**config.mk**
```make
export PLATFORM = sky130hd
export DESIGN_NAME = quant_scheduler
export DESIGN_NICKNAME = d
export VERILOG_FILES = /design/src/rtl/quant_scheduler.sv
export SDC_FILE = /design/constraint.sdc
export NUM_CORES = 1
export LEC_CHECK = 0
export BUFFER_PORTS_ARGS = -buffer_cell sky130_fd_sc_hd__buf_2
export CAP_MARGIN = 20
export CORE_ASPECT_RATIO = 0.7
export CORE_MARGIN = 8
export CORE_UTILIZATION = 38
export CTS_BUF_LIST = sky130_fd_sc_hd__clkbuf_16
export DETAILED_ROUTE_END_ITERATION = 16
export GPL_ROUTABILITY_DRIVEN = 0
export PLACE_DENSITY = 0.64
export SETUP_SLACK_MARGIN = 0.15
export SLEW_MARGIN = 20
export SYNTH_ARGS = -nofsm -noshare
export SYNTH_HDL_FRONTEND = slang
export SYNTH_SLANG_ARGS = --single-unit
export TNS_END_PERCENT = 50
```
**constraint.sdc**
```tcl
create_clock -name clk -period 8.56 [get_ports clk]
set_input_delay 0.428 -clock clk [delete_from_list [all_inputs] [get_ports clk]]
set_output_delay 0.428 -clock clk [all_outputs]
set_load 0.01 [all_outputs]
```
**src/rtl/quant_scheduler.sv**
```systemverilog
// Issue scheduler for one shared 8x8 quantizer fed by the Y, Cb and Cr block producers.
// Arbitrates requests, tags in-flight blocks and meters downstream buffer credits.
//
// state | meaning
// S_Y   | issuing the Y blocks of the current MCU (ycnt counts them)
// S_CB  | waiting to issue the Cb block
// S_CR  | waiting to issue the Cr block that closes the MCU
module quant_scheduler #(
    parameter int STRICT_MCU = 1,
    parameter int Y_PER_MCU  = 4,
    parameter int Q_LAT      = 4,
    parameter int CREDITS    = 8
) (
    input  logic                         clk,
    input  logic                         rst,
    input  logic [2:0]                   req,
    output logic [2:0]                   gnt,
    output logic [1:0]                   q_sel,
    output logic                         q_enable,
    input  logic                         q_out_enable,
    output logic                         out_valid,
    output logic [1:0]                   out_comp,
    output logic                         out_mcu_last,
    input  logic                         credit_return,
    output logic [$clog2(CREDITS+1)-1:0] credits_avail,
    output logic                         busy,
    output logic                         err
);

    localparam int CW = $clog2(CREDITS + 1);
    localparam int AW = (CREDITS > 1) ? $clog2(CREDITS) : 1;
    localparam logic [CW-1:0] CRED_MAX  = CW'(CREDITS);
    localparam logic [AW-1:0] PTR_LAST  = AW'(CREDITS - 1);
    localparam logic [1:0]    YCNT_LAST = 2'(Y_PER_MCU - 1);

    // The tag FIFO must hold every block that can be in the quantizer at once.
    if (CREDITS < Q_LAT || Y_PER_MCU < 1 || Y_PER_MCU > 4) begin : g_param_check
        $error("quant_scheduler: invalid parameter combination");
    end

    typedef enum logic [1:0] {
        S_Y  = 2'd0,
        S_CB = 2'd1,
        S_CR = 2'd2
    } state_t;

    state_t        state, state_nxt;
    logic [1:0]    ycnt, ycnt_nxt;
    logic [1:0]    rr_ptr, rr_ptr_nxt;
    logic [1:0]    cand;
    logic          cand_vld;
    logic          issue;
    logic          tag_last;
    logic [2:0]    gnt_nxt;

    logic [2:0]    tag_mem [CREDITS];
    logic [AW-1:0] wr_ptr, rd_ptr;
    logic [CW-1:0] count;
    logic          pop, bypass, ret_ok;

    always_ff @(posedge clk) begin
        if (rst) begin
            state  <= S_Y;
            ycnt   <= '0;
            rr_ptr <= '0;
        end else begin
            state  <= state_nxt;
            ycnt   <= ycnt_nxt;
            rr_ptr <= rr_ptr_nxt;
        end
    end

    always_comb begin
        logic [1:0] idx;
        cand     = 2'd0;
        cand_vld = 1'b0;
        idx      = rr_ptr;
        if (STRICT_MCU != 0) begin
            cand     = state;
            cand_vld = req[cand];
        end else begin
            for (int i = 0; i < 3; i++) begin
                if (!cand_vld && req[idx]) begin
                    cand     = idx;
                    cand_vld = 1'b1;
                end
                idx = (idx == 2'd2) ? 2'd0 : idx + 2'd1;
            end
        end
        issue = cand_vld && (credits_avail != '0);

        state_nxt  = state;
        ycnt_nxt   = ycnt;
        rr_ptr_nxt = rr_ptr;
        if (issue) begin
            if (STRICT_MCU != 0) begin
                unique case (state)
                    S_Y: begin
                        if (ycnt == YCNT_LAST) begin
                            ycnt_nxt  = '0;
                            state_nxt = S_CB;
                        end else begin
                            ycnt_nxt = ycnt + 2'd1;
                        end
                    end
                    S_CB:    state_nxt = S_CR;
                    S_CR:    state_nxt = S_Y;
                    default: state_nxt = S_Y;
                endcase
            end else begin
                rr_ptr_nxt = (cand == 2'd2) ? 2'd0 : cand + 2'd1;
            end
        end
    end

    always_comb begin
        gnt_nxt  = 3'b000;
        tag_last = 1'b0;
        if (issue) begin
            gnt_nxt  = 3'b001 << cand;
            tag_last = (STRICT_MCU != 0) && (cand == 2'd2);
        end
    end

    // An empty FIFO with a same-cycle push hands the new tag straight to the output.
    assign pop    = q_out_enable && ((count != '0) || issue);
    assign bypass = pop && issue && (count == '0);
    assign ret_ok = credit_return && (credits_avail != CRED_MAX);
    assign busy   = (count != '0);

    always_ff @(posedge clk) begin
        if (rst) begin
            gnt           <= '0;
            q_sel         <= '0;
            q_enable      <= 1'b0;
            credits_avail <= CRED_MAX;
            out_valid     <= 1'b0;
            out_comp      <= '0;
            out_mcu_last  <= 1'b0;
            err           <= 1'b0;
            wr_ptr        <= '0;
            rd_ptr        <= '0;
            count         <= '0;
        end else begin
            gnt      <= gnt_nxt;
            q_enable <= issue;
            if (issue) q_sel <= cand;

            if (issue && !ret_ok)      credits_avail <= credits_avail - CW'(1);
            else if (ret_ok && !issue) credits_avail <= credits_avail + CW'(1);

            if (issue && !bypass) wr_ptr <= (wr_ptr == PTR_LAST) ? '0 : wr_ptr + AW'(1);
            if (pop && !bypass)   rd_ptr <= (rd_ptr == PTR_LAST) ? '0 : rd_ptr + AW'(1);
            if (issue && !pop)      count <= count + CW'(1);
            else if (pop && !issue) count <= count - CW'(1);

            out_valid    <= pop;
            out_mcu_last <= pop && (bypass ? tag_last : tag_mem[rd_ptr][0]);
            if (pop) out_comp <= bypass ? cand : tag_mem[rd_ptr][2:1];

            if ((credit_return && (credits_avail == CRED_MAX)) || (q_out_enable && !pop))
                err <= 1'b1;
        end
    end

    always_ff @(posedge clk) begin
        if (issue && !bypass) tag_mem[wr_ptr] <= {cand, tag_last};
    end

endmodule

```
==> results of run 1 <==
==> cells in the final DEF (no fill, tap or decap), drive strengths merged, types with 2 or more instances in the layout <==
cell	Yosys	routed
xnor2	3	3
buf	7	22
a21o	2	2
a21oi	21	21
a311oi	3	3
nor3	6	6
nand3b	2	2
ha	12	12
a31oi	2	2
nor4	5	5
mux4	3	3
nor4b	3	3
o21ai	3	3
inv	9	10
or3b	2	2
nor2	19	19
clkbuf	5	5
fa	2	2
dfxtp	32	32
xor2	3	3
nand3	5	5
mux2i	10	10
nor3b	3	3
nand2	17	17
or3	4	4
edfxtp	24	24
==> power breakdown <==
part	leakage [uW]	internal [uW]	switching [uW]
clock network	0.0000841	138	89.6
logic	0.000510	117	132
registers	0.000490	318	45.2
==> cells in the mapped netlist (all sizes together), types with 2 or more instances <==
| cell | count | area [um2] |
|---|---|---|
| xnor2 | 3 | 26.3 |
| edfxtp | 24 | 721 |
| a21oi | 21 | 105 |
| o21ai | 3 | 15.0 |
| buf | 7 | 46.3 |
| or3b | 2 | 17.5 |
| xor2 | 3 | 26.3 |
| nand3 | 5 | 25.0 |
| ha | 12 | 150 |
| nor4 | 5 | 37.5 |
| a31oi | 2 | 12.5 |
| fa | 2 | 40.0 |
| a21o | 2 | 15.0 |
| dfxtp | 32 | 641 |
| nor3b | 3 | 22.5 |
| nor4b | 3 | 26.3 |
| clkbuf | 5 | 18.8 |
| mux2i | 10 | 100 |
| nor2 | 19 | 71.3 |
| a311oi | 3 | 26.3 |
| or3 | 4 | 25.0 |
| nand3b | 2 | 15.0 |
| nand2 | 17 | 63.8 |
| inv | 9 | 33.8 |
| nor3 | 6 | 30.0 |
| mux4 | 3 | 67.6 |
==> logic make-up after synthesis <==
kind of cell,after synthesis,share of synthesized area (%)
compound gates,34,8.19
xor+xnor,6,2.15
fa+ha+maj,14,7.78
buf+inv,21,4.04
flops,56,55.7
mux,14,7.32
simple gates,70,14.8
==> metal layers <==
metal  share of wire (%)  up-vias  GRT usage [%]
met4                 1.1        0           3.71
met1                  52      740           15.0
met5                   0        -              0
met2                  41       36           15.2
met3                 5.0        4           3.18
li1                    -      811              -
==> registers in the layout, indices dropped and copies added (netlist names), named ones only <==
signal / flops
out_valid: 1
wr_ptr: 3
err: 1
tag_mem: 24
out_mcu_last: 1
credits_avail: 4
gnt: 3
q_enable: 1
q_sel: 2
ycnt: 2
rd_ptr: 3
count: 4
out_comp: 2
cand: 2
==> layout make-up <==
cell class              count  area (um2)  area share, %
flip-flops and latches     56        1360           49.4
multi-input cells         138         985           35.8
clock buffers               5         125           4.54
clock inverters             3        41.3           1.50
inverters                   9        33.8           1.23
repair buffers             22         110           4.00
well taps                  78        97.6           3.54
==> worst max-delay path by stage <==
stage                      from       endpoint  slack [ps]  cells past startpoint
6_report                cand[1]  tag_mem[1][2]        4930                      8
5_1_grt                 cand[1]  tag_mem[1][0]        4660                      8
4_1_cts                 cand[1]  tag_mem[1][0]        4920                      8
3_5_place_dp            cand[1]  tag_mem[1][1]        4950                      8
3_3_place_gp            cand[1]  tag_mem[1][1]        5140                      8
2_1_floorplan  credits_avail[3]  tag_mem[2][0]        5570                     10
==> through the flow <==
stage / cell area, um2 / total power (uW) / setup slack (ps)
after global placement: 2590 / 615 / 5140
after global routing: 2750 / 902 / 4660
after CTS: 2750 / 847 / 4920
after floorplan: 2440 / 557 / 5570
final: 2750 / 840 / 4930
after detailed placement: 2590 / 620 / 4950
==> worst max-delay path, stage by stage (launching register included) <==
cell and delay, ps:
dfxtp_1 690, mux2i_1 260, o21a_2 160, or2_1 300
inv_1 240, ha_1 260, and2_1 200, or3_1 470
nor4b_1 690
==> impl.org, run 1 <==
** Clock network
- The clock drives 56 sinks.
- In this run, CTS created clock tree buffers numbering 5.
- For this design, the CTS-stage hold fixing added 0 buffers.
- TritonCTS built the clock tree.
- Clock insertion delay at the later pin of the skew report :: 290 ps
- Once the clock tree was built, the resizer swapped 0 gates to a different size.
- After clock tree synthesis, the clock-pin slew on the worst setup and hold paths is about 70 ps.
- Root Buffer Master :: clkbuf_16
- Number of post-CTS setup repair buffers :: 0
- The H-tree was split into 2 levels.
- Longest Clk Path Bufs :: 2

** Critical path
- The worst setup path is captured at a register.
- The critical path in this run is classified as reg2reg.
- Setup slack on the worst reg-to-reg path comes out at roughly 5000 ps.
- STA classifies the critical path startpoint as a register.
- Endpoint of the worst-slack reg-to-reg timing path :: tag_mem[1][2]
- Data on the critical path arrives at its endpoint at about 3600 ps.
- CP Data Required Time :: between 8000 and 9000 ps
- In this run the worst path has a maximum fanout of 19.
- R2r worst-path depth :: 8
- FF-to-FF Start :: cand[1]

** Placement
- Input and output buffers added on the ports amount to 22.
- The number of placed instances, taps included, is between 300 and 400.
- Detailed Place HPWL :: ~3400 um

** Yosys
- Net Count, Synth :: around 240
- Unique masters post-synth :: 38
- Number of flops mapped to enable cells by yosys :: 24
- Average size of a mapped cell :: approximately 11 um2
- Total of warnings raised by yosys :: 0
- Number of standard cells after synthesis :: ~220
- Most frequently used flop master after synthesis :: dfxtp_1
- Total of flip-flops plus latches after synthesis :: 56
- Synth Cell Area :: around 2400 um2
- Sequential elements use a little under three fifths of the synthesized area.
- Proportion of synthesized flip-flops having asynchronous set or reset :: 0%

** Layout
- Utilization of the core after routing :: around 44%
- Layout-stage area growth over the synthesis result :: 12.6%
- Layout cell share with drive strength beyond 1 :: about 16%
- Diode count :: 0
- Number of inserted filler cells in the final layout :: between 500 and 600
- Final instance count without filler cells :: a little over 300
- After the last flow step, the layout net total stands at between 200 and 300.

** Min path
- Path category of the worst min-delay check :: in2reg
- The worst hold path passes through 2 cells.
- Hold wc startpoint :: q_out_enable
- Endpoint, Worst Hold :: out_comp[1]

** Detailed routing
- The detailed router finished its first iteration with 69 violations.
- Across all layers, the routed design uses 1591 vias.
- In the routed layout, each cell is associated on average with a via count of 5.12.
- After detailed routing, the number of remaining DRC violations is 0.
- Number of optimization iterations in the first detailed-route pass :: 4
- Detailed Route WL :: approximately 4700 um
- Antenna violation net count after detailed routing :: 0
- After detailed routing, the average wire length per cell comes to ~15 um.

** Timing
- Hold timing on the final database bottoms out at a slack of between 400 and 500 ps.
- The final number of max-transition violations was 0.
- Worst relative slew slack :: between 40 and 50%
- Slew of the pin with the lowest slew margin :: around 760 ps
- Max Freq :: between 200 and 300 MHz
- Setup repair after global routing left no endpoint under its margin.
- Worst Clk Skew :: about 4.8 ps
- Final sum of negative setup slack :: 0 ps
- Setup violations remaining at the end of the flow were counted as 0.
- The number of hold violations in the final report was 0.
- The final critical path takes up a little over two fifths of the cycle.
- Subtracting the final worst setup slack from the clock period gives 3630 ps.

** Global route
- Global-route wire length before repair :: 8000 um
- Global route overflow :: 0
- Initial antenna violation count :: 0
- Global routing used 10.7% of the available tracks.
- Pin count of the biggest net entering global routing :: 30
- Vias in the first global route :: 1554

** Floorplan
- In this run the core area contains 24 standard-cell rows.
- The floorplan step defined a die boundary enclosing between 9000 and 10000 um2.
- The initial utilization of the core area, before any placement, comes to between 30 and 40%.
- CORE AREA :: 6220 um2
- 23 I/O pins were placed.
- In this run the horizontal extent of the chip is ~110 um.
- The die is roughly 83 um tall.

** Flow run
- Max-capacitance violation count :: 0

** Pwr
- IR analysis of the VDD net gives a maximum drop of 0.149 mV.
- Leakage power :: about 0.0011 uW
- Power spread over the standard cell area amounts to just over 300 nW/um2.

** Status
- The run finished with clean final reports.
(Power assumes the default switching activity.)
==> run 2, diff against run 1 <==
==> constraint.sdc (replaced) <==
create_clock -name clk -period 3.8 [get_ports clk]
set_input_delay 0.19 -clock clk [delete_from_list [all_inputs] [get_ports clk]]
set_output_delay 0.19 -clock clk [all_outputs]
set_load 0.01 [all_outputs]
==> run 2 against run 1 <==
Effect of this change:
- final area grew 0.18%
- largest power group unchanged
- worst hold slack got worse by 240 ps
- cell count rose by 0.96%
- global-route usage is 0.24 points higher
- first-iteration DRC count increased by 80%
- flip-flop and latch count is the same
- fmax up 9.0%
- combinational power up 130%
- highest routed layer unchanged
- clock power increased by 92%
- wire length increased by 3.6%
==> impl.org, run 2 (same netlist as run 1, synthesis figures left out) <==
** Critical path
- The worst setup path is launched from a register.
- For the worst setup path, the data required time is ~3700 ps.
- Critical-path maximum fanout :: 11
- Type of the worst setup path :: reg2reg
- Worst Setup End Kind :: register
- Data on the critical path arrives at its endpoint at ~3300 ps.

** Clock network
- TritonCTS created 5 clock buffers.
- Number of post-CTS setup repair buffers :: 0
- Clock-pin slew was measured on the worst setup and hold paths at around 70 ps.
- TritonCTS built the clock tree.
- The tree built by TritonCTS fans out to 56 sinks.
- Longest Clk Path Bufs :: 2
- Clock insertion delay at the later pin of the skew report :: between 200 and 300 ps
- Root Buffer Master :: clkbuf_16
- Total number of H-tree levels :: 2

** Detailed routing
- For this run, design rule violations remaining after detail routing come to 0.
- After detailed routing, the average wire length per cell comes to between 15 and 20 um.
- The routed design has between 4000 and 5000 um of wire.
- For this block, the initial DRC count from the detailed router was 124.
- Via count :: roughly 1.6k
- Via-to-Cell Ratio :: 5.07
- In this run the remaining antenna-violating nets after routing total 0.
- The pre-antenna-repair detailed-routing pass consisted of 4 iterations.

** Min path
- The path class of the tightest hold or removal check is in2reg.

** Pwr
- Highest ir drop seen on vdd :: approximately 0.29 mV
- The analysis attributes to cell leakage a power of about 0.0011 uW.
- Cell area power density :: 665 nW/um2

** Floorplan
- From left edge to right edge, the die measures roughly 110 um.
- After floorplanning, the core was sized to cover roughly 6200 um2.
- Chip Height :: a little over 80 um
- Starting density of the core :: between 30 and 40%
- Die area :: around 9300 um2
- In this run the count of I/O pins placed on the die edge is 23.
- The floorplan has 24 rows.

** Global route
- The first global-routing pass estimated roughly 8000 um of wire.
- Pin count of the biggest net entering global routing :: 30
- Global route overflow :: 0
- Initial antenna violation count :: 0
- For this run, the total global-route usage over all layers was measured as a little over a tenth.
- The via count of the first global-routing pass was roughly 1.6k.

** Placement
- Port bufs :: 22
- Detailed Place HPWL :: 3490 um
- DP Area :: ~2600 um2

** Layout
- The largest registers in the layout are tag_mem (24), count (4), credits_avail (4).
- The repair_antennas step left the layout with diodes totalling 0.
- At the end of the flow, the number of nets in the layout was 256.
- Number of inserted filler cells in the final layout :: around 570
- Most common cell after layout, fill and taps aside :: dfxtp_1
- Flip-flop count of the largest register, all copies and words added :: 24
- The area growth from synthesis to layout is 12.8%.
- The finished cells cover approximately 2800 um2.
- Counting flops per register, the top entry is tag_mem.
- Layout cell share with drive strength beyond 1 :: between 10% and 20%
- The library cells used most frequently in the layout, excluding fill and tap cells, are 32 x dfxtp_1, 24 x edfxtp_1, 22 x buf_2.

** Timing
- The final number of max-transition violations came to 0.
- In the finished design, the share of the clock period the worst path needs comes to 87.8%.
- Based on the critical path, the design can be clocked at up to 300 MHz.
- Headroom to the max-slew limit came out at 55.1%.
- Setup violations remaining at the end of the flow were counted as 0.
- At the pin with the least slew margin, the transition time is roughly 670 ps.
- Final sum of negative setup slack :: 0 ps
- The smallest clock period supported by the final layout is computed as 3340 ps.
- Worst Clk Skew :: around 12 ps
- RSZ-0062 raised after global routing :: false
- The number of hold violations in the final report is 0.

** Status
- Run status :: complete, no violations

** Flow run
- The tool flagged a number of max-cap violations equal to 0.
==> run 2: path summary, 6_finish.rpt <==
path | from | end | slack (ps) | cells after the start
setup / recovery | cand[1] | tag_mem[2][0] | 460 | 8
hold / removal | credit_return | err | 220 | 3
hold reg to reg | q_sel[1] | q_sel[1] | 460 | 2
setup reg to reg | cand[1] | tag_mem[2][0] | 460 | 8
==> run 2: layout make-up <==
cell class	count	area [um2]	share of cell area [%]
Sequential cell	56	1360	49.3
Multi-Input combinational cell	138	997	36.1
Timing Repair Buffer	25	133	4.81
Clock buffer	5	125	4.54
Tap cell	78	97.6	3.54
Inverter	9	33.8	1.22
Clock inverter	3	11.3	0.408
==> run 2: timing repair <==
action	4_1_cts	5_1_grt
setup endpoints to repair	0	9
hold endpoints to repair	0	0
resized for setup	0	2
hold buffers	0	0
==> run 2: per-layer routing <==
metal	track usage, %	vias up	part of all wire, %
met4	3.96	0	1.4
met3	3.32	4	3.7
met1	15.5	748	54
met2	15.2	25	41
met5	0	-	0
li1	-	816	-
==> run 2: power by group <==
part | switching, uW | internal, uW
Combinational | 308 | 274
Sequential | 102 | 716
Clock | 197 | 238
==> run 2: worst max-delay path: stages, from the launching register on <==
cell and delay (ps):
dfxtp_1 510, mux2i_1 220, o21a_2 170, or2_1 300, inv_1 230, ha_1 260
and2_1 200, or3_1 470, nor4b_1 610
==> run 2: per-stage QoR <==
stage / total power (uW) / setup slack, ps / hold slack (ps) / cells / util, %
after floorplan: 1260 / 808 / 302 / 215 / -
after global placement: 1400 / 560 / 461 / 306 / 42.0
after detailed placement: 1400 / 388 / 457 / 306 / 42.0
after CTS: 1840 / 369 / 219 / 314 / 44.2
after global routing: 1970 / 209 / 236 / 314 / 44.4
final: 1830 / 465 / 217 / 314 / 44.4
